==> src/rtl/board_scan_scheduler.sv <==
// Board-state RAM arbiter for the Gomoku UI. Prefetches one board row into a
// line buffer during each horizontal blanking interval, serves host accesses
// in the remaining cycles and produces a registered per-pixel cell state.
module board_scan_scheduler #(
  parameter int BOARD_N = 15,
  parameter int CELL_PX = 32,
  parameter int X_OFF   = 80,
  parameter int Y_OFF   = 0,
  parameter int VD      = 480
) (
  input  logic       pclk,
  input  logic       reset,
  input  logic       valid,
  input  logic       vsync,
  input  logic [9:0] h_cnt,
  input  logic [9:0] v_cnt,
  input  logic       host_req,
  input  logic       host_we,
  input  logic [7:0] host_addr,
  input  logic [1:0] host_wdata,
  output logic       host_ack,
  output logic [1:0] host_rdata,
  output logic       mem_en,
  output logic       mem_we,
  output logic [7:0] mem_addr,
  output logic [1:0] mem_wdata,
  input  logic [1:0] mem_rdata,
  output logic       pix_on_board,
  output logic [1:0] pix_cell
);
  localparam int                LOG2     = $clog2(CELL_PX);
  localparam int                IDX_W    = $clog2(BOARD_N);
  localparam logic [10:0]       BOARD_PX = 11'(BOARD_N * CELL_PX);
  localparam logic [10:0]       X_O      = 11'(X_OFF);
  localparam logic [10:0]       Y_O      = 11'(Y_OFF);
  localparam logic [9:0]        LAST_LN  = 10'(VD - 1);
  localparam logic [7:0]        N8       = 8'(BOARD_N);
  localparam logic [8:0]        CELLS    = 9'(BOARD_N * BOARD_N);
  localparam logic [IDX_W-1:0]  LAST_C   = IDX_W'(BOARD_N - 1);

  typedef enum logic [2:0] {IDLE, FETCH, DRAIN, HOST, HOST_ACK} state_t;

  state_t           state, state_nx;
  logic             valid_q, vsync_q, pend;
  logic [7:0]       pend_row, row_q;
  logic [IDX_W-1:0] c;
  logic [1:0]       linebuf [BOARD_N];

  // Trigger detection: blanking start (valid fall) or frame start (vsync fall)
  logic        vs_fall, vl_fall, trig, fetch_go, host_in;
  logic [9:0]  next_line;
  logic [10:0] ndiff, hdiff, vdiff;
  logic [7:0]  trig_row;

  assign vs_fall   = vsync_q & ~vsync;
  assign vl_fall   = valid_q & ~valid;
  assign trig      = vs_fall | vl_fall;
  assign next_line = (vs_fall || v_cnt == LAST_LN) ? 10'd0 : v_cnt + 10'd1;
  // Bit 10 of the difference is the borrow: line lies above the board
  assign ndiff     = {1'b0, next_line} - Y_O;
  assign fetch_go  = trig & ~ndiff[10] & (ndiff < BOARD_PX);
  assign trig_row  = 8'(ndiff >> LOG2);
  assign host_in   = {1'b0, host_addr} < CELLS;

  // Control state, fetch counter and pending-trigger bookkeeping
  always_ff @(posedge pclk) begin
    if (reset) begin
      state    <= IDLE;
      pend     <= 1'b0;
      pend_row <= '0;
      row_q    <= '0;
      c        <= '0;
      valid_q  <= 1'b0;
      vsync_q  <= 1'b1;
    end else begin
      state   <= state_nx;
      valid_q <= valid;
      vsync_q <= vsync;
      if (state_nx == FETCH && state != FETCH) begin
        // A trigger in this very cycle is newer than anything pending
        c     <= '0;
        row_q <= fetch_go ? trig_row : pend_row;
        pend  <= 1'b0;
      end else begin
        if (state == FETCH) c <= c + 1'b1;
        if (fetch_go) begin
          pend     <= 1'b1;
          pend_row <= trig_row;
        end
      end
    end
  end

  // Next-state and RAM/host strobes; fetch outranks the host everywhere
  always_comb begin
    state_nx   = state;
    mem_en     = 1'b0;
    mem_we     = 1'b0;
    mem_addr   = '0;
    mem_wdata  = '0;
    host_ack   = 1'b0;
    host_rdata = '0;
    case (state)
      IDLE: begin
        if (pend || fetch_go) state_nx = FETCH;
        else if (host_req)    state_nx = HOST;
      end
      FETCH: begin
        mem_en   = 1'b1;
        mem_addr = row_q * N8 + 8'(c);
        if (c == LAST_C) state_nx = DRAIN;
      end
      DRAIN: begin
        if (pend || fetch_go) state_nx = FETCH;
        else if (host_req)    state_nx = HOST;
        else                  state_nx = IDLE;
      end
      HOST: begin
        if (host_in) begin
          mem_en    = 1'b1;
          mem_we    = host_we;
          mem_addr  = host_addr;
          mem_wdata = host_wdata;
        end
        state_nx = HOST_ACK;
      end
      HOST_ACK: begin
        host_ack = 1'b1;
        if (host_in && !host_we) host_rdata = mem_rdata;
        state_nx = (pend || fetch_go) ? FETCH : IDLE;
      end
      default: state_nx = IDLE;
    endcase
  end

  // Line buffer fill: read data trails the address by one cycle
  always_ff @(posedge pclk) begin
    if (reset) begin
      for (int i = 0; i < BOARD_N; i++) linebuf[i] <= '0;
    end else if (state == FETCH && c != '0) begin
      linebuf[c - 1'b1] <= mem_rdata;
    end else if (state == DRAIN) begin
      linebuf[LAST_C] <= mem_rdata;
    end
  end

  assign hdiff = {1'b0, h_cnt} - X_O;
  assign vdiff = {1'b0, v_cnt} - Y_O;

  // Registered pixel lookup, one cycle behind h_cnt/v_cnt
  always_ff @(posedge pclk) begin
    if (reset) begin
      pix_on_board <= 1'b0;
      pix_cell     <= '0;
    end else begin
      pix_on_board <= valid & ~hdiff[10] & (hdiff < BOARD_PX) & ~vdiff[10] & (vdiff < BOARD_PX);
      if (valid && !hdiff[10] && hdiff < BOARD_PX && !vdiff[10] && vdiff < BOARD_PX)
        pix_cell <= linebuf[IDX_W'(hdiff >> LOG2)];
      else
        pix_cell <= '0;
    end
  end
endmodule

==> config.mk <==
export PLATFORM = sky130hd
export DESIGN_NAME = board_scan_scheduler
export DESIGN_NICKNAME = d
export VERILOG_FILES = /design/src/rtl/board_scan_scheduler.sv
export SDC_FILE = /design/constraint.sdc
export NUM_CORES = 1
export LEC_CHECK = 0
export ABC_AREA = 1
export BUFFER_PORTS_ARGS = -buffer_cell sky130_fd_sc_hd__clkbuf_2
export CAP_MARGIN = 20
export CORE_UTILIZATION = 55
export CTS_BUF_LIST = sky130_fd_sc_hd__clkbuf_4
export DETAILED_ROUTE_END_ITERATION = 16
export PLACE_DENSITY = 0.77
export SLEW_MARGIN = 15
export SYNTH_ARGS = -nofsm -noshare
export SYNTH_HDL_FRONTEND = slang
export SYNTH_SLANG_ARGS = --single-unit
==> constraint.sdc <==
create_clock -name pclk -period 4.85 [get_ports pclk]
set_input_delay 0.2425 -clock pclk [delete_from_list [all_inputs] [get_ports pclk]]
set_output_delay 0.2425 -clock pclk [all_outputs]
set_load 0.01 [all_outputs]
==> run_results.csv, run 1 <==
group,metric,value,unit
yosys,synth_edf_count,32,
cts,cts_buffer_depth,2,
yosys,syn_nets,568,
cells_and_area,fillers,606,
place,routabilityCongestion,0.793,
global_routing,grt_overflow,0,
cells_and_area,antenna_cells,0,
yosys,ys_ff_latch,61,
floorplan,num_rows,30,
power,p_seq_frac,0.462,
cells_and_area,nets,618,
yosys,synth_top_area_frac,0.241,
yosys,syn_inst,499,
worst_setup_path,required,4.61,ns
cells_and_area,drive_above_1_share,0.181,
flow_run,cap_violations,0,
power,finalPower,1.28,mW
cts,clock_sinks,61,
routing,viasPerCell,5.14,
worst_setup_path,crit_path_frequent_cell,"inv_1",
min_path,worstHoldStart,"vsync",
cells_and_area,area_delta_synth_final,10.4,%
routing,wl,7750,um
power,peakVddDrop,123,uV
global_routing,top_usage_layer,"met2",
sta,worst_pin_slew,0.859,ns
sta,slew_viol_final,0,
sta,finalSetupTns,0,ns
yosys,synth_area,0.00399,mm^2
power,power_density,290,mW/mm^2
yosys,synth_cell_types,40,
global_routing,grt_pass1_vias,3174,
place,hpwl,5860,um
global_routing,grtUsageMet3,0.0417,
yosys,synth.avg_cell_area,7.99,um^2
global_routing,antenna_found_initial,0,
worst_setup_path,path_cells,"fa_1 > inv_1 > fa_1 > fa_1 > inv_1 > ha_1 > inv_1 > nor2_1 > o21ai_0 > and2_1 > nor2_1 > or2_2 > a21oi_1 > inv_1 > nand2_1 > nand3_1 > nand2_1 > clkbuf_2",
worst_setup_path,setup.worst_path.start_class,"flop",
routing,drt_iter0_markers,168,
power,p_switching,0.431,mW
routing,detail_route.wl_per_cell,11.9,um
global_routing,grtUsageMet1,0.273,
min_path,worstHoldPathType,"input pin to flop",
cts,cts_resized,0,
yosys,ys_top_cells_by_count,"118 x nand2_1, 78 x nor2_1, 69 x inv_1",
yosys,ys_top_cells_by_area,"edfxtp_1 24%, dfxtp_1 15%, nand2_1 11%",
cts,cts_buffers,9,
yosys,yosysMostFrequentCell,"nand2_1",
global_routing,grt_pass1_wl,13200,um
floorplan,ios,56,
power,clkPwrFrac,0.233,
routing,drc_errors,0,
yosys,synth-seq-area-share,0.387,
cts,cts_hold_buf,0,
global_routing,gr-usage-met2,0.394,
floorplan,die-area,0.00759,mm^2
cts,clkTransAtPathRegs,0.10,ns
routing,dr.pass1.iters,5,
cts,post_cts_buffers,0,
worst_setup_path,r2r-start,"state[0]",
worst_setup_path,crit_fanout,5,
sta,rsz0062_at_grt,"false",
cts,clk_latency,0.41,ns
yosys,ys_warn_count,0,
worst_setup_path,critPathKind,"flop to output port",
worst_setup_path,startpoint,"row_q[2]",
sta,final_hold_viol_count,0,
cts,root_buffer,"clkbuf_4",
sta,max_freq,233,MHz
floorplan,core,0.00691,mm^2
power,cellLeakagePower,2.16,nW
yosys,synthArstFlopShare,0,
worst_setup_path,cp_slowest_cell,"fa_1",
global_routing,grtUsageTotal,0.226,
power,p_comb_frac,0.305,
worst_setup_path,end_kind,"output port",
worst_setup_path,cp.arrival,4.04,ns
routing,vias,3342,
cts,h-tree-depth,3,
sta,final_min_period_over_clock_period,0.884,
global_routing,grt_max_degree,38,
power,p_int,0.846,mW
floorplan,die_h,87.1,um
run_status,outcome,"completed",
sta,period_minus_slack,4.29,ns
power,swShare,0.337,
sta,finClkSkew,0.0228,ns
yosys,synth_flop_cell,"edfxtp_1",
worst_setup_path,critPathMaxStageDelay,0.51,ns
floorplan,start_util,0.577,
yosys,yosys.area.top_type,"edfxtp_1",
sta,maxSlewHeadroom,0.423,
routing,ant_nets,0,
sta,setup_viol,0,
cts,cts_tree,"done",
place,io_buffers,51,
floorplan,die_x,87.1,um
-- power groups by stage --
stage	logic, mW	clock network [mW]	registers [mW]
after detailed placement	0.390	0	0.602
after global routing	0.451	0.323	0.594
after global placement	0.377	0	0.600
after floorplan	0.300	0	0.597
after CTS	0.394	0.302	0.590
final	0.390	0.297	0.590
-- cell usage in the layout (no fill, tap or decap), drive strengths merged --
cell type,count
o211ai,6
clkinv,5
nand3b,2
xnor2,9
a31oi,2
nor2,85
nand3,25
o2111ai,2
o21a,2
o22ai,1
inv,70
o2bb2ai,1
nor3,9
clkbuf,63
a32o,1
nand2,126
nand4,5
a21boi,1
dfxtp,29
and2,4
mux2,13
or2,1
ha,20
xor2,5
edfxtp,32
mux2i,3
a21oi,10
fa,11
o21ai,11
-- metrics by stage --
step           worst slack [ns]  cell area [um^2]  instances   util  hold slack [ns]
4_1_cts                   0.554              4400        650  0.637           0.0142
2_1_floorplan              1.34              3990        499      -            0.312
6_report                  0.564              4400        650  0.637           0.0466
3_5_place_dp              0.997              4290        634  0.622            0.445
3_3_place_gp               1.07              4290        634  0.622            0.441
5_1_grt                   0.229              4400        650  0.637           0.0162
-- area by class of cell --
class,count,area [um^2],share of cell area
Multi-Input combinational cell,355,2110,0.479
Sequential cell,61,1540,0.350
Inverter,71,267,0.0605
Timing Repair Buffer,51,255,0.0580
Tap cell,96,120,0.0273
Clock buffer,12,90.1,0.0205
Clock inverter,4,18.8,0.00426
-- flip-flops by register name, summed over array words and instances, names as in the netlist --
register      count
valid_q           1
row_q             8
vsync_q           1
pend              1
pix_on_board      1
c                 4
linebuf          32
pix_cell          2
pend_row          8
state             3
-- path summary, 6_finish.rpt --
check | cells past startpoint | endpoint | slack [ns]
worst max-delay path | 18 | mem_addr[7] | 0.56
worst min-delay path | 3 | vsync_q | 0.05
worst max register to register | 8 | linebuf[9][0] | 2.53
worst min register to register | 2 | pend_row[4] | 0.46
-- worst max-delay path: cells and delay by family (launching register included) --
| family | cells | cell delay, ns |
|---|---|---|
| and+or+nand+nor | 7 | 0.74 |
| adders and majority gates | 4 | 1.69 |
| buffers and inverters | 5 | 0.40 |
| AOI/OAI and AO/OA | 2 | 0.33 |
| DFF | 1 | 0.48 |
-- kinds of logic (layout without fill, tap and decap cells) --
family	Yosys count	count (layout)	synth area share
buffers and inverters	83	138	0.0844
DFF	61	61	0.387
AOI/OAI and AO/OA	37	37	0.0609
muxes	16	16	0.0442
and+or+nand+nor	257	257	0.275
xor gates and xnor gates	14	14	0.0308
adders and majority gates	31	31	0.118
-- metal layers --
layer / wire length (um) / vias to the layer above
met2: 3750 / 113
met5: 0 / -
li1: - / 1699
met4: 87 / 0
met3: 424 / 12
met1: 3480 / 1518
Power figures use the tool's default switching activity.
==> run 2: changes to the inputs <==
Settings changed: PLACE_DENSITY 0.77 to 0.84.
==> run 2 against run 1 <==
Net effect: clock skew down 0.0056 ns; highest routed layer unchanged; die area stayed put; via count rose by 1.0%; hold slack got worse by 0.022 ns; worst setup slack lost 0.0028 ns; first-iteration DRC count is 18% higher.
==> run_results.csv, run 2 (same netlist as run 1, synthesis figures left out) <==
group,metric,value,unit
cts,h-tree-depth,3,
floorplan,ios,56,
worst_setup_path,critPathKind,"flop to output port",
cts,root_buffer,"clkbuf_4",
sta,setup_viol,0,
sta,period_minus_slack,4.29,ns
global_routing,grt_pass1_wl,13400,um
cts,clk_latency,0.41,ns
cells_and_area,area_delta_synth_final,11.5,%
global_routing,grtUsageMet1,0.289,
routing,drt_iter0_markers,198,
power,cellLeakagePower,2.18,nW
sta,finalSetupTns,0,ns
cts,clkTransAtPathRegs,0.12,ns
place,routabilityCongestion,0.806,
worst_setup_path,crit_fanout,5,
cells_and_area,drive_above_1_share,0.182,
floorplan,core,0.00691,mm^2
power,power_density,304,mW/mm^2
floorplan,start_util,0.577,
floorplan,die_h,87.1,um
worst_setup_path,cp.arrival,4.05,ns
cells_and_area,antenna_cells,0,
global_routing,grt_overflow,0,
cts,cts_buffer_depth,2,
global_routing,gr-usage-met2,0.390,
place,io_buffers,51,
routing,wl,8080,um
routing,detail_route.wl_per_cell,12.4,um
power,p_comb_frac,0.290,
floorplan,num_rows,30,
sta,final_min_period_over_clock_period,0.884,
cells_and_area,largestRegisters,"linebuf x32, pend_row x8, row_q x8",
cells_and_area,nets,619,
power,p_switching,0.451,mW
flow_run,cap_violations,0,
global_routing,grt_pass1_vias,3119,
cells_and_area,mostFrequentLayoutCells,"118 x nand2_1, 78 x nor2_1, 69 x inv_1",
worst_setup_path,end_kind,"output port",
global_routing,grtUsageMet3,0.0455,
global_routing,grtUsageTotal,0.229,
cells_and_area,final_common_cell,"nand2_1",
floorplan,die-area,0.00759,mm^2
run_status,outcome,"completed",
sta,slew_viol_final,0,
cells_and_area,regMostFlops,"linebuf",
sta,rsz0062_at_grt,"false",
cts,cts_buffers,9,
global_routing,antenna_found_initial,0,
cells_and_area,postLayoutCoreUtil,0.644,
routing,ant_nets,0,
routing,viasPerCell,5.19,
floorplan,die_x,87.1,um
power,swShare,0.334,
sta,worst_pin_slew,0.892,ns
power,p_seq_frac,0.437,
sta,max_freq,233,MHz
cts,cts_tree,"done",
min_path,worstHoldPathType,"input pin to flop",
sta,maxSlewHeadroom,0.401,
sta,final_hold_viol_count,0,
min_path,holdPathStages,1,
cts,clock_sinks,61,
routing,vias,3376,
power,p_int,0.898,mW
power,peakVddDrop,137,uV
global_routing,grt_max_degree,38,
worst_setup_path,setup.worst_path.start_class,"flop",
worst_setup_path,r2r_cells,8,
routing,dr.pass1.iters,4,
worst_setup_path,required,4.61,ns
cells_and_area,largest_reg_flops,32,
power,clkPwrFrac,0.273,
routing,drc_errors,0,
sta,finClkSkew,0.0172,ns
place,hpwl,6060,um
cts,post_cts_buffers,0,
global_routing,top_usage_layer,"met2",
## run 2: stage by stage
stage / cell area, um^2 / setup slack, ns / power, mW / hold slack [ns] / std cells
floorplan: 3990 / 1.34 / 0.896 / 0.312 / 499
global placement: 4290 / 1.09 / 0.975 / 0.442 / 634
detailed placement: 4290 / 1.03 / 0.990 / 0.439 / 634
CTS: 4450 / 0.544 / 1.35 / 0.00616 / 651
global route: 4450 / 0.228 / 1.44 / 0.00109 / 651
finish: 4450 / 0.561 / 1.35 / 0.0243 / 651
## run 2: critical path, cell delays in order (launching register included)
cell and delay (ns):
dfxtp_1 0.48, fa_1 0.46, inv_1 0.11, fa_1 0.44, fa_1 0.49, inv_1 0.04
ha_1 0.27, inv_1 0.08, nor2_1 0.05, o21ai_0 0.17, and2_1 0.17, nor2_1 0.05
or2_2 0.27, a21oi_1 0.17, inv_1 0.06, nand2_1 0.06, nand3_1 0.06, nand2_1 0.09
clkbuf_2 0.13
## run 2: worst paths after layout
path                     start             end  slack [ns]
setup reg to reg      state[0]   linebuf[8][1]        2.55
hold reg to reg    pend_row[4]     pend_row[4]        0.47
setup / recovery      row_q[2]     mem_addr[7]        0.56
hold / removal    mem_rdata[1]  linebuf[15][1]        0.02
## run 2: power groups by stage
stage	clock [mW]	combinational (mW)	sequential, mW
after floorplan	0	0.300	0.597
after global placement	0	0.374	0.600
after detailed placement	0	0.387	0.602
after CTS	0.371	0.393	0.590
after global routing	0.393	0.449	0.594
final	0.368	0.391	0.590
## run 2: layout make-up
class	instances	area (um^2)
Sequential cell	61	1540
Multi-Input combinational cell	355	2110
Timing Repair Buffer	52	265
Fill cell	588	2460
Clock inverter	5	60.1
Clock buffer	11	82.6
Tap cell	96	120
Inverter	71	267
## run 2: what timing repair did
action / in CTS / in global routing
hold endpoints to repair: 1 / 0
resized for setup: 0 / 0
hold buffers: 1 / 0
endpoints found under the setup margin: 0 / 0
## run 2: layer usage
| layer | share of wire | vias to the layer above |
|---|---|---|
| li1 | - | 1704 |
| met1 | 0.44 | 1543 |
| met2 | 0.48 | 117 |
| met3 | 0.063 | 12 |
| met4 | 0.014 | 0 |
| met5 | 0 | - |
